--- config.mk ---
export PLATFORM = sky130hd
export DESIGN_NAME = mm_timing_loop_flat
export DESIGN_NICKNAME = d
export VERILOG_FILES = /design/src/rtl/mm_timing_loop_if.sv /design/src/rtl/mm_timing_loop.sv /design/src/flat_wrapper.sv
export SDC_FILE = /design/constraint.sdc
export NUM_CORES = 1
export LEC_CHECK = 0
export BUFFER_PORTS_ARGS = -buffer_cell sky130_fd_sc_hd__buf_2
export CORE_AREA = 2 2 106 108
export CTS_CLUSTER_SIZE = 20
export DETAILED_ROUTE_END_ITERATION = 7
export DIE_AREA = 0 0 108 110
export PLACE_DENSITY = 0.85
export SLEW_MARGIN = 15
export SYNTH_ARGS = -nofsm -noshare
export SYNTH_HDL_FRONTEND = slang
export SYNTH_SLANG_ARGS = --single-unit
--- constraint.sdc ---
create_clock -name clk -period 8.25 [get_ports clk]
set_input_delay 0.825 -clock clk [delete_from_list [all_inputs] [get_ports clk]]
set_output_delay 0.825 -clock clk [all_outputs]
set_load 0.005 [all_outputs]
--- src/rtl/mm_timing_loop_if.sv ---
// ---------------------------------------------------------------------------
// mm_timing_loop_if
//   Bundle between the PAM4 slicer side and the Mueller-Muller timing loop.
//   Handshake: in_valid marks a sample that is consumed in that same cycle.
//   There is no ready and no backpressure, so every sample presented with
//   in_valid=1 is accepted. ted_valid, up and dn are single-cycle strobes.
//   The remaining outputs are levels.
//
//   Signals:
//     in_valid   : x_n/decoded valid this cycle
//     x_n        : signed sampled value (8 bit)
//     decoded    : signed slicer level (4 bit, nominally -3/-1/+1/+3)
//     ted_valid  : ted_err updated this cycle
//     ted_err    : signed timing error (12 bit)
//     phase_code : top PHASE_W bits of the phase accumulator
//     up / dn    : direction pulses of the loop-filter output
//     locked     : loop lock indicator
//
//   Modports: master = sample producer, slave = timing loop.
// ---------------------------------------------------------------------------
interface mm_timing_loop_if #(
    parameter int PHASE_W = 7
);
    logic                     in_valid;
    logic signed [7:0]        x_n;
    logic signed [3:0]        decoded;
    logic                     ted_valid;
    logic signed [11:0]       ted_err;
    logic [PHASE_W-1:0]       phase_code;
    logic                     up;
    logic                     dn;
    logic                     locked;

    modport master (
        output in_valid, x_n, decoded,
        input  ted_valid, ted_err, phase_code, up, dn, locked
    );

    modport slave (
        input  in_valid, x_n, decoded,
        output ted_valid, ted_err, phase_code, up, dn, locked
    );
endinterface

--- src/rtl/mm_timing_loop.sv ---
// ---------------------------------------------------------------------------
// mm_timing_loop
//   Mueller-Muller timing-error detector followed by a PI loop filter for the
//   PAM4 CDR. It forms e = x[n-1]*d[n] - x[n]*d[n-1] from consecutive valid
//   samples, integrates e with saturation, and accumulates the PI output into
//   a wrapping phase accumulator that drives the sampling-phase rotator.
//
//   Ports:
//     clk       : rising-edge clock
//     rst       : synchronous active-high reset
//     bus       : mm_timing_loop_if.slave (samples in, error/phase/lock out)
//     fsm_state : current loop state (IDLE=0, TRACK=1, LOCK=2), for debug
//
//   Timing: in_valid at t -> ted_valid/ted_err at t+1 ->
//           phase_code/up/dn/locked at t+2.
// ---------------------------------------------------------------------------
module mm_timing_loop #(
    parameter int KP_SHIFT      = 4,
    parameter int KI_SHIFT      = 8,
    parameter int ACC_W         = 16,
    parameter int PHASE_W       = 7,
    parameter int LOCK_THRESH   = 8,
    parameter int UNLOCK_THRESH = 32,
    parameter int LOCK_CNT      = 64
) (
    input  logic             clk,
    input  logic             rst,
    mm_timing_loop_if.slave  bus,
    output logic [1:0]       fsm_state
);

    typedef enum logic [1:0] {
        IDLE  = 2'd0,
        TRACK = 2'd1,
        LOCK  = 2'd2
    } state_t;

    localparam int CNT_W = $clog2(LOCK_CNT + 1);

    // Saturation bounds of the integrator, expressed one bit wider than the
    // integrator so the unclamped sum can be compared directly.
    localparam logic signed [ACC_W:0] SUM_MAX = {2'b00, {(ACC_W-1){1'b1}}};
    localparam logic signed [ACC_W:0] SUM_MIN = {2'b11, {(ACC_W-1){1'b0}}};

    state_t                    state;
    state_t                    state_next;
    logic [CNT_W-1:0]          lock_cnt;
    logic [CNT_W-1:0]          cnt_next;
    logic [CNT_W-1:0]          cnt_inc;

    logic signed [7:0]         x_prev;
    logic signed [3:0]         d_prev;
    logic                      ted_valid_r;
    logic signed [11:0]        ted_err_r;
    logic signed [11:0]        e_calc;
    logic [11:0]               abs_e;

    logic signed [ACC_W-1:0]   integ;
    logic signed [ACC_W-1:0]   integ_n;
    logic signed [ACC_W:0]     integ_sum;
    logic signed [ACC_W-1:0]   e_ext;
    logic signed [ACC_W-1:0]   ctrl;
    logic [ACC_W-1:0]          phase_acc;
    logic                      up_r;
    logic                      dn_r;
    logic                      locked_r;

    // Timing error from the previous accepted sample and the current one.
    // 12 bits hold the legal range (+-768); illegal levels simply wrap.
    always_comb begin
        e_calc = (12'(x_prev) * 12'(bus.decoded)) - (12'(bus.x_n) * 12'(d_prev));
    end

    // Loop filter, evaluated on the registered error.
    always_comb begin
        e_ext     = ACC_W'(ted_err_r);
        integ_sum = (ACC_W+1)'(integ) + (ACC_W+1)'(e_ext);
        if (integ_sum > SUM_MAX) begin
            integ_n = ACC_W'(SUM_MAX);
        end else if (integ_sum < SUM_MIN) begin
            integ_n = ACC_W'(SUM_MIN);
        end else begin
            integ_n = ACC_W'(integ_sum);
        end
        ctrl  = (e_ext >>> KP_SHIFT) + (integ_n >>> KI_SHIFT);
        abs_e = ted_err_r[11] ? 12'(-ted_err_r) : 12'(ted_err_r);
    end

    // Lock FSM. IDLE leaves on the first sample (which only primes x_prev and
    // d_prev); TRACK/LOCK move only on error updates.
    always_comb begin
        state_next = state;
        cnt_next   = lock_cnt;
        cnt_inc    = lock_cnt + 1'b1;
        case (state)
            IDLE: begin
                if (bus.in_valid) begin
                    state_next = TRACK;
                end
            end
            TRACK: begin
                if (ted_valid_r) begin
                    if (abs_e >= 12'(LOCK_THRESH)) begin
                        cnt_next = '0;
                    end else if (cnt_inc >= CNT_W'(LOCK_CNT)) begin
                        cnt_next   = CNT_W'(LOCK_CNT);
                        state_next = LOCK;
                    end else begin
                        cnt_next = cnt_inc;
                    end
                end
            end
            LOCK: begin
                // Moderate errors keep lock and leave the counter untouched.
                if (ted_valid_r && (abs_e >= 12'(UNLOCK_THRESH))) begin
                    cnt_next   = '0;
                    state_next = TRACK;
                end
            end
            default: begin
                state_next = IDLE;
                cnt_next   = '0;
            end
        endcase
    end

    always_ff @(posedge clk) begin
        if (rst) begin
            state       <= IDLE;
            lock_cnt    <= '0;
            x_prev      <= '0;
            d_prev      <= '0;
            ted_valid_r <= 1'b0;
            ted_err_r   <= '0;
            integ       <= '0;
            phase_acc   <= '0;
            up_r        <= 1'b0;
            dn_r        <= 1'b0;
            locked_r    <= 1'b0;
        end else begin
            state       <= state_next;
            lock_cnt    <= cnt_next;
            ted_valid_r <= bus.in_valid && (state != IDLE);
            up_r        <= 1'b0;
            dn_r        <= 1'b0;
            locked_r    <= (state_next == LOCK);

            // Gaps hold everything, so non-adjacent valid samples pair up.
            if (bus.in_valid) begin
                x_prev <= bus.x_n;
                d_prev <= bus.decoded;
                if (state != IDLE) begin
                    ted_err_r <= e_calc;
                end
            end

            if (ted_valid_r) begin
                integ     <= integ_n;
                // Modulo wrap is intended: the rotator phase is circular.
                phase_acc <= phase_acc + ctrl;
                up_r      <= !ctrl[ACC_W-1] && (ctrl != '0);
                dn_r      <= ctrl[ACC_W-1];
            end
        end
    end

    assign bus.ted_valid  = ted_valid_r;
    assign bus.ted_err    = ted_err_r;
    assign bus.phase_code = phase_acc[ACC_W-1 -: PHASE_W];
    assign bus.up         = up_r;
    assign bus.dn         = dn_r;
    assign bus.locked     = locked_r;
    assign fsm_state      = state;

endmodule

--- src/flat_wrapper.sv ---
// flat-port wrapper written by rule: the top's interface ports become plain ports
module mm_timing_loop_flat 
#(
    parameter int KP_SHIFT      = 4,
    parameter int KI_SHIFT      = 8,
    parameter int ACC_W         = 16,
    parameter int PHASE_W       = 7,
    parameter int LOCK_THRESH   = 8,
    parameter int UNLOCK_THRESH = 32,
    parameter int LOCK_CNT      = 64
)
  (clk, rst, fsm_state, bus_in_valid, bus_x_n, bus_decoded, bus_ted_valid, bus_ted_err, bus_phase_code, bus_up, bus_dn, bus_locked);
  mm_timing_loop_if #(.PHASE_W(PHASE_W)) bus_i ();
  input  logic clk;
  input  logic rst;
  output logic [1:0] fsm_state;
  input wire logic [$bits(bus_i.in_valid)-1:0] bus_in_valid;
  input wire logic [$bits(bus_i.x_n)-1:0] bus_x_n;
  input wire logic [$bits(bus_i.decoded)-1:0] bus_decoded;
  output wire logic [$bits(bus_i.ted_valid)-1:0] bus_ted_valid;
  output wire logic [$bits(bus_i.ted_err)-1:0] bus_ted_err;
  output wire logic [$bits(bus_i.phase_code)-1:0] bus_phase_code;
  output wire logic [$bits(bus_i.up)-1:0] bus_up;
  output wire logic [$bits(bus_i.dn)-1:0] bus_dn;
  output wire logic [$bits(bus_i.locked)-1:0] bus_locked;
  assign bus_i.in_valid = bus_in_valid;
  assign bus_i.x_n = bus_x_n;
  assign bus_i.decoded = bus_decoded;
  assign bus_ted_valid = bus_i.ted_valid;
  assign bus_ted_err = bus_i.ted_err;
  assign bus_phase_code = bus_i.phase_code;
  assign bus_up = bus_i.up;
  assign bus_dn = bus_i.dn;
  assign bus_locked = bus_i.locked;
  mm_timing_loop #(.KP_SHIFT(KP_SHIFT), .KI_SHIFT(KI_SHIFT), .ACC_W(ACC_W), .PHASE_W(PHASE_W), .LOCK_THRESH(LOCK_THRESH), .UNLOCK_THRESH(UNLOCK_THRESH), .LOCK_CNT(LOCK_CNT)) u_core (.clk(clk), .rst(rst), .bus(bus_i), .fsm_state(fsm_state));
endmodule
==> flow_summary.ini, run 1 <==
[sta]
rsz0062_at_grt = false
worst_clock_skew_ns = 0.0129
min_period_ns = 6.88
timing.fmax_mhz = 145
finalHoldViolCount = 0
tns_ns = 0
final-setup-viol-count = 0
worst_slew_pin_slew_ns = 0.792
finalWorstSetupSlack_ns = 1.37
max_slew_margin = 0.472
min_period_over_period = 0.834
whs_ns = 0.483
slew_viol_final = 0

[clocking]
numCtsBuffers = 9
clock-sinks = 69
post-cts-setup-buffers = 0
cts_resized = 0
clk_pin_slew_ns = 0.08
root_buffer = clkbuf_8
clock_path_buffers = 2
clk_latency_ns = 0.37
cts_tree = done
cts_hold_buf = 0
htreeDepth = 3

[placement]
io_buffers = 39
dp.final_hpwl_mm = 11.8
gp_congestion = 0.961
dp_slack_ns = 1.53

[logic_synthesis]
synth_top_cell_by_area = dfxtp_1
yosys_most_used_dff = dfxtp_1
ys_top_cells_by_area = dfxtp_1 20%, fa_1 15%, ha_1 14%
synth_nets = 931
postSynthAreaPerCell_sq_um = 8.61
syn_inst = 790
ys_ff_latch = 69
async_flop_share = 0
yosysTopAreaCellShare = 0.203
synth_enable_flop_cells = 0
synth-seq-area-share = 0.203
synth.distinct_cells = 69
netlist_area_sq_um = 6800
yosysWarnings = 0

[grt]
grt_pass1_wl_mm = 27.0
overflow = 0
grt_start_max_net_pins = 69
antenna_found_initial = 0
grt_usage = 0.288
first_global_vias = 5816

[critical_path]
required_ns = 8.47
cp.arrival_ns = 7.10
worstSetupPathType = register to register
critPathCaptureType = register
worst-path-max-fanout = 16
start_kind = register

[finish]
drive_above_1_share = 0.0875
antenna_cells = 0
syn_to_final_growth_pct = 7.06
nets = 959

[floorplanning]
die_area_sq_um = 11900
die_w_microns = 108
initial_core_util = 0.636
rows = 38
die_h_microns = 110
coreArea_sq_um = 10700
io_pins = 40

[power_and_ir_drop]
finalPower_uw = 1970
leakagePower_uw = 0.00341
power.density_nw_per_um2 = 271
vdd_ir_drop_max_mv = 0.189

[drt]
vias_per_cell = 5.97
final_antenna_net_count = 0
drt_first_iter_violations = 400
drc = 0
num_vias = 5746
firstDrtPassIters = 5
drt_wl_total_mm = 15.6
wire_per_inst_microns = 16.2

[status]
status = complete, no violations

[worst_hold_path]
hp-class = register to register

[run]
cap_violations = 0
## critical path: stages (launching register included)
cell and delay (ns):
dfxtp_1 0.39, ha_1 0.20, inv_1 0.06, fa_1 0.38, nand2b_1 0.20, a21oi_1 0.29
o221a_4 0.30, a311oi_4 0.12, and3b_4 0.22, mux2i_4 0.42, a21o_1 0.22, ha_1 0.18
inv_1 0.06, fa_1 0.40, nor2b_1 0.18, o31a_1 0.19, o21bai_1 0.08, a31oi_1 0.41
inv_1 0.30, ha_1 0.41, a21o_1 0.18, a211oi_1 0.51, a21boi_0 0.18, a41oi_1 0.28
nor2_1 0.10, o21a_1 0.21, mux2i_1 0.15, o311ai_0 0.13
## final cells by class
| cell class | instances | area [sq um] |
|---|---|---|
| clock buffer | 13 | 169 |
| multi-input combinational | 627 | 5030 |
| timing repair buffer | 43 | 225 |
| sequential | 69 | 1380 |
| fill | 885 | 3410 |
| clock inverter | 3 | 42.5 |
| inverter | 68 | 255 |
| tap | 140 | 175 |
## synthesized netlist by cell type, drive strengths merged, types with 23 or more instances
cell / instances
a21oi: 41
and2: 24
dfxtp: 69
fa: 52
ha: 74
inv: 67
mux2i: 23
nand2: 81
nor2: 85
o21ai: 27
xnor2: 34
## path summary, 6_finish.rpt
kind	to	from	cells past startpoint	slack, ns
worst max-delay path	u_core.phase_acc[12]$_SDFFE_PP0P_	u_core.bus.ted_err[0]$_SDFFE_PP0P_	27	1.37
worst min-delay path	u_core.integ[9]$_SDFFE_PP0P_	u_core.integ[9]$_SDFFE_PP0P_	2	0.48
worst max register to register	u_core.phase_acc[12]$_SDFFE_PP0P_	u_core.bus.ted_err[0]$_SDFFE_PP0P_	27	1.37
worst min register to register	u_core.integ[9]$_SDFFE_PP0P_	u_core.integ[9]$_SDFFE_PP0P_	2	0.48
## kinds of logic after synthesis
group | count (synthesis) | synth area share
flip-flops | 69 | 0.203
multiplexers | 24 | 0.0373
AO/OA/AOI/OAI | 167 | 0.175
buffers and inverters | 94 | 0.0568
adder cells (fa/ha/maj) | 126 | 0.289
AND/OR/NAND/NOR | 266 | 0.182
XOR/XNOR | 44 | 0.0566
## placed cells by master (no fill, tap or decap), drive strengths merged, types with 4 or more instances in the layout
cell    instances
ha             74
nor2           85
dfxtp          69
xor2           10
inv            67
nand3           9
a21o           19
o21a           14
mux2i          23
buf            43
a21oi          41
o41ai           4
nor2b          20
a31oi           4
nor3           20
xnor2          34
nand2b          7
clkbuf         13
or3             4
and2           24
o21bai         10
a211oi         15
o211ai          4
nand2          81
fa             52
o21ai          27
## power breakdown
group,switching [uW],internal [uW]
Combinational,692,553
Clock,142,164
Sequential,59.0,365
## metrics by stage
step / util / cells / area, sq um
floorplan: - / 790 / 6800
global placement: 0.661 / 947 / 7070
detailed placement: 0.661 / 947 / 7070
CTS: 0.681 / 963 / 7280
global route: 0.681 / 963 / 7280
finish: 0.681 / 963 / 7280
## state kept, by name, summed over array words and instances (netlist names)
| signal | flops |
|---|---|
| u_core.phase_acc | 16 |
| u_core.integ | 16 |
| u_core.bus.dn | 1 |
| u_core.bus.locked | 1 |
| u_core.bus.ted_valid | 1 |
| u_core.lock_cnt | 7 |
| u_core.x_prev | 8 |
| u_core.d_prev | 4 |
| u_core.bus.up | 1 |
| u_core.bus.ted_err | 12 |
| u_core.fsm_state | 2 |
## per-layer routing
| layer | vias up | wire, microns | track usage | part of all wire |
|---|---|---|---|---|
| li1 | 2751 | - | - | - |
| met1 | 2792 | 6960 | 0.373 | 0.44 |
| met2 | 165 | 7550 | 0.491 | 0.48 |
| met3 | 38 | 759 | 0.0382 | 0.049 |
| met4 | 0 | 374 | 0.114 | 0.024 |
| met5 | - | 0 | 0 | 0 |
Note: power is estimated with default switching activity, not from simulation.
==> inputs of run 2 (changes only) <==
- ABC_AREA: default -> 1
- CORE_AREA: 2 2 106 108 -> 2 2 119 121
- DIE_AREA: 0 0 108 110 -> 0 0 121 123
- PLACE_DENSITY: 0.85 -> 0.79
- clock period: 8.25 -> 6 ns (I/O delays scaled with it)
==> run 2 against run 1 <==
Non-clock buffer count is the same; hold slack better by 0.028 ns; core utilization is 8.4 points lower; die area rose by 25%; register-to-register slack got worse by 0.33 ns; fmax increased by 39%; first-iteration DRC count shrank 11%; highest routed layer unchanged.
==> flow_summary.ini, run 2 <==
[status]
status = complete, no violations

[clocking]
post-cts-setup-buffers = 0
clk_latency_ns = 0.35
htreeDepth = 3
cts_resized = 0
cts_hold_buf = 0
cts_tree = done
clock-sinks = 69
clock_path_buffers = 2
numCtsBuffers = 9
root_buffer = clkbuf_16
clk_pin_slew_ns = 0.06

[critical_path]
cp_slowest_stage_delay_ns = 0.62
cp.arrival_ns = 5.25
r2r_end = u_core.phase_acc[15]$_SDFFE_PP0P_
required_ns = 6.29
crit_path_frequent_cell = nand2_1
worst-path-max-fanout = 14
r2r_setup_slack_ns = 1.04
start_kind = register
worstSetupStartpoint = u_core.bus.ted_err[11]$_SDFFE_PP0P_
worstSetupPathType = register to register
critPathCaptureType = register
critPathSlowestCell = dfxtp_1
r2r_start = u_core.bus.ted_err[11]$_SDFFE_PP0P_
r2r.worst_path.cells = 32

[sta]
min_period_over_period = 0.827
rsz0062_at_grt = false
slew_viol_final = 0
tns_ns = 0
finalWorstSetupSlack_ns = 1.04
worst_slew_pin_slew_ns = 0.961
worst_clock_skew_ns = 0.00606
max_slew_margin = 0.359
timing.fmax_mhz = 202
min_period_ns = 4.96
finalHoldViolCount = 0
final-setup-viol-count = 0

[power_and_ir_drop]
leakagePower_uw = 0.00446
power.density_nw_per_um2 = 341
vdd_ir_drop_max_mv = 0.261

[finish]
final_cell_mix = 241 x nand2_1, 196 x inv_1, 134 x nor2_1, 74 x ha_1
nets = 1269
fill_cells = 1251
multi_input_area_sq_um = 5230
antenna_cells = 0
seqCellArea_sq_um = 1380
drive_above_1_share = 0.104
final_common_cell = nand2_1
syn_to_final_growth_pct = 7.46

[floorplanning]
die_w_microns = 121
io_pins = 40
die_area_sq_um = 14900
rows = 43
initial_core_util = 0.555
coreArea_sq_um = 13600
die_h_microns = 123

[logic_synthesis]
synth_nets = 1248
yosys-top-cells-count = 241 x nand2_1, 196 x inv_1, 134 x nor2_1
synth_top_cell_by_area = dfxtp_1
postSynthAreaPerCell_sq_um = 6.83
synth.distinct_cells = 43
async_flop_share = 0
netlist_area_sq_um = 7560
synth_enable_flop_cells = 0
yosysTopAreaCellShare = 0.183
yosys_most_used_dff = dfxtp_1
syn_inst = 1107
ys_top_cells_by_area = dfxtp_1 18%, fa_1 14%, ha_1 12%
ys_ff_latch = 69
yosysWarnings = 0
synth-seq-area-share = 0.183
synth.most_common_cell = nand2_1

[drt]
vias_per_cell = 5.16
drc = 0
drt_first_iter_violations = 357
drt_wl_total_mm = 16.6
wire_per_inst_microns = 12.6
num_vias = 6772
firstDrtPassIters = 5
final_antenna_net_count = 0

[grt]
overflow = 0
grt_pass1_wl_mm = 29.0
grt_usage = 0.241
antenna_found_initial = 0
first_global_vias = 6450
grt_start_max_net_pins = 46

[worst_hold_path]
holdPathEnd = u_core.phase_acc[10]$_SDFFE_PP0P_
holdPathStages = 2
hp-class = register to register
holdCritStartpoint = u_core.phase_acc[10]$_SDFFE_PP0P_

[placement]
dp.final_hpwl_mm = 12.6
io_buffers = 39
dp_slack_ns = 1.01
gp_congestion = 0.900

[run]
cap_violations = 0
[run 2: area by class of cell]
| type | count | share of cell area |
|---|---|---|
| sequential | 69 | 0.170 |
| tap | 180 | 0.0277 |
| timing repair buffer | 43 | 0.0277 |
| inverter | 201 | 0.0929 |
| clock buffer | 9 | 0.0277 |
| clock inverter | 7 | 0.0102 |
| multi-input combinational | 804 | 0.644 |
[run 2: worst max-delay path, delay by kind of cell (launching register included)]
family / cells / cell delay [ns]
AO/OA/AOI/OAI: 3 / 0.58
AND/OR/NAND/NOR: 20 / 2.04
buffers and inverters: 5 / 0.47
adder cells (fa/ha/maj): 4 / 1.20
flip-flops: 1 / 0.62
[run 2: how the worst max path moves through the flow]
stage	depth (start not counted)	to	slack, ns
floorplan	20	u_core.bus.ted_err[9]$_SDFFE_PP0P_	1.30
global placement	19	u_core.bus.ted_err[9]$_SDFFE_PP0P_	1.14
detailed placement	19	u_core.bus.ted_err[9]$_SDFFE_PP0P_	1.01
CTS	32	u_core.phase_acc[15]$_SDFFE_PP0P_	1.04
global route	37	u_core.phase_acc[15]$_SDFFE_PP0P_	0.50
finish	32	u_core.phase_acc[15]$_SDFFE_PP0P_	1.04
[run 2: kinds of logic after synthesis]
family / share of synthesized area
AND/OR/NAND/NOR: 0.285
buffers and inverters: 0.125
AO/OA/AOI/OAI: 0.102
adder cells (fa/ha/maj): 0.260
flip-flops: 0.183
XOR/XNOR: 0.0452
[run 2: power by group]
part	total (uW)	switching, uW	internal, uW
clock network	566	239	328
logic	1670	1030	646
registers	529	41.3	487
[run 2: metal layers]
metal	global-route usage	share of wire
met1	0.316	0.46
met2	0.399	0.46
met3	0.0364	0.057
met4	0.0988	0.023
met5	0	0
[run 2: stage by stage]
step           instances   util  total power (uW)  hold slack, ns  instance area (sq um)
3_5_place_dp        1297  0.574              2190           0.490                   7820
4_1_cts             1313  0.597              2780           0.510                   8130
5_1_grt             1313  0.597              3060           0.544                   8130
6_report            1313  0.597              2770           0.511                   8130
2_1_floorplan       1107      -              1860           0.462                   7560
3_3_place_gp        1297  0.574              2150           0.482                   7820
==> inputs of run 3 (changes only) <==
- ABC_AREA: 1 -> 0
- CORE_AREA: 2 2 119 121 -> 2 2 113 115
- DIE_AREA: 0 0 121 123 -> 0 0 115 117
- clock period: 6 -> 4.2 ns (I/O delays scaled with it)
==> run 3 against run 2 <==
The run now ends with setup timing left; count of clock-buffer cells in the layout increased by 1; sequential share of layout area decreased by 2.0 points; power increased by 120%; critical path depth decreased by 5; first-iteration DRC count increased by 58%; die area decreased by 9.6%; final cell count decreased by 12%.
==> flow_summary.ini, run 3 (synthesis gave the netlist of run 1 again) <==
[finish]
finalNonFillerCells = 1149
antenna_cells = 0
final_cell_mix = 175 x buf_4, 81 x nor2_1, 77 x nand2_1, 59 x inv_1, 57 x dfxtp_1
syn_to_final_growth_pct = 38.0
nets = 1135
drive_above_1_share = 0.350
fill_cells = 760
final_common_cell = buf_4

[floorplanning]
rows = 41
coreArea_sq_um = 12300
die_area_sq_um = 13500
initial_core_util = 0.553
die_h_microns = 117
die_w_microns = 115
io_pins = 40

[drt]
wire_per_inst_microns = 17.3
drt_first_iter_violations = 565
firstDrtPassIters = 5
final_antenna_net_count = 0
drc = 0
drt_wl_total_mm = 19.9
num_vias = 6596
vias_per_cell = 5.74

[clocking]
clock_path_buffers = 2
cts_tree = done
clk_latency_ns = 0.35
clk_pin_slew_ns = 0.06
htreeDepth = 3
numCtsBuffers = 9
root_buffer = clkbuf_16
clock-sinks = 69

[critical_path]
crit_path_frequent_cell = inv_2
critPathCaptureType = register
r2r_setup_slack_ns = -1.08
r2r.worst_path.cells = 27
r2r_end = u_core.phase_acc[15]$_SDFFE_PP0P_
critPathSlowestCell = fa_2
r2r_start = u_core.bus.ted_err[0]$_SDFFE_PP0P_
worst-path-max-fanout = 4
required_ns = 4.42
worstSetupPathType = register to register
cp_slowest_stage_delay_ns = 0.36
cp.arrival_ns = 5.50
start_kind = register

[grt]
grt_usage = 0.282
grt_start_max_net_pins = 63
antenna_found_initial = 0
first_global_vias = 6482
grt_pass1_wl_mm = 29.9
overflow = 0

[status]
violations = setup timing
status = finished, violations left

[worst_hold_path]
holdCritStartpoint = rst
holdPathEnd = u_core.fsm_state[0]$_SDFF_PP0_
hp-class = input pin to register
holdPathStages = 2

[run]
cap_violations = 0

[placement]
post-place-cells = 1114
io_buffers = 39
dp.final_hpwl_mm = 13.1
gp_congestion = 0.883

[sta]
worst_slew_pin_slew_ns = 0.800
finalHoldViolCount = 0
worst_clock_skew_ns = 0.00507
whs_ns = 0.370
rsz0062_at_grt = true
slew_viol_final = 0
min_period_over_period = 1.26
max_slew_margin = 0.463
timing.fmax_mhz = 189
min_period_ns = 5.28
final-setup-viol-count = 17
finalWorstSetupSlack_ns = -1.08

[power_and_ir_drop]
power.density_nw_per_um2 = 636
leakagePower_uw = 0.00444
vdd_ir_drop_max_mv = 0.373
run 3: changes by cell type in the layout (fill, tap and decap cells not counted), moves of 20 or more:
| cell | previous run | this run |
|---|---|---|
| buf_4 | 4 | 175 |
| nand2_1 | 241 | 77 |
| inv_1 | 196 | 59 |
| o21ai_0 | 69 | 13 |
| nor2_1 | 134 | 81 |
| nand3_1 | 46 | 9 |
| nor2_2 | 35 | 4 |
| ha_1 | 74 | 51 |
| mux2i_1 | 0 | 22 |
| and2_1 | 1 | 22 |
| a21oi_1 | 49 | 29 |
run 3: routing by layer:
metal  part of all wire  up-vias  GRT usage
met3              0.047       48     0.0515
li1                   -     3117          -
met2               0.51      218      0.498
met5                  0        -          0
met1               0.42     3213      0.345
met4              0.025        0      0.104
run 3: worst max-delay path by stage:
stage               cells past startpoint                               start  slack (ns)                                end
finish                                 27  u_core.bus.ted_err[0]$_SDFFE_PP0P_       -1.08  u_core.phase_acc[15]$_SDFFE_PP0P_
global route                           25  u_core.bus.ted_err[1]$_SDFFE_PP0P_       -1.30  u_core.phase_acc[15]$_SDFFE_PP0P_
CTS                                    26  u_core.bus.ted_err[0]$_SDFFE_PP0P_       -0.94  u_core.phase_acc[15]$_SDFFE_PP0P_
detailed placement                     26        u_core.integ[0]$_SDFFE_PP0P_       -1.04  u_core.phase_acc[15]$_SDFFE_PP0P_
global placement                       26        u_core.integ[0]$_SDFFE_PP0P_       -0.85  u_core.phase_acc[15]$_SDFFE_PP0P_
floorplan                              26  u_core.bus.ted_err[0]$_SDFFE_PP0P_       -0.87  u_core.phase_acc[15]$_SDFFE_PP0P_
run 3: timing repair:
action                     4_1_cts  5_1_grt
buffers inserted                 6       16
hold buffers                     0        0
pin swaps                       25       39
setup endpoints to repair       18       21
resized for setup               32       49
run 3: through the flow:
stage,TNS (ns),setup WS (ns),power [uW],cell area [sq um],utilization
2_1_floorplan,-5.12,-0.871,2980,7040,-
3_3_place_gp,-7.96,-0.845,4230,8510,0.691
3_5_place_dp,-9.95,-1.04,4350,8510,0.691
4_1_cts,-7.27,-0.936,5470,9010,0.732
5_1_grt,-12.74,-1.30,6340,9390,0.763
6_report,-9.15,-1.08,5970,9390,0.763
run 3: layout make-up:
| cell class | instances | area [sq um] | area share |
|---|---|---|---|
| Multi-Input combinational cell | 627 | 5670 | 0.604 |
| Tap cell | 150 | 188 | 0.0200 |
| Sequential cell | 69 | 1410 | 0.150 |
| Inverter | 68 | 255 | 0.0272 |
| Timing Repair Buffer | 219 | 1570 | 0.168 |
| Clock inverter | 6 | 70.1 | 0.00746 |
| Clock buffer | 10 | 229 | 0.0244 |
run 3: critical path, delay by kind of cell, from the launching register on:
family,cells,cell delay (ns)
mux,1,0.16
buf+inv,4,0.38
flops,1,0.35
xor+xnor,1,0.18
fa+ha+maj,5,1.26
compound gates,12,2.21
simple gates,4,0.59
run 3: power by group:
group	total [uW]	internal, uW	switching (uW)	leakage (uW)
logic	4380	2290	2090	0.00373
clock network	804	465	339	0.000144
registers	781	719	61.9	0.000567
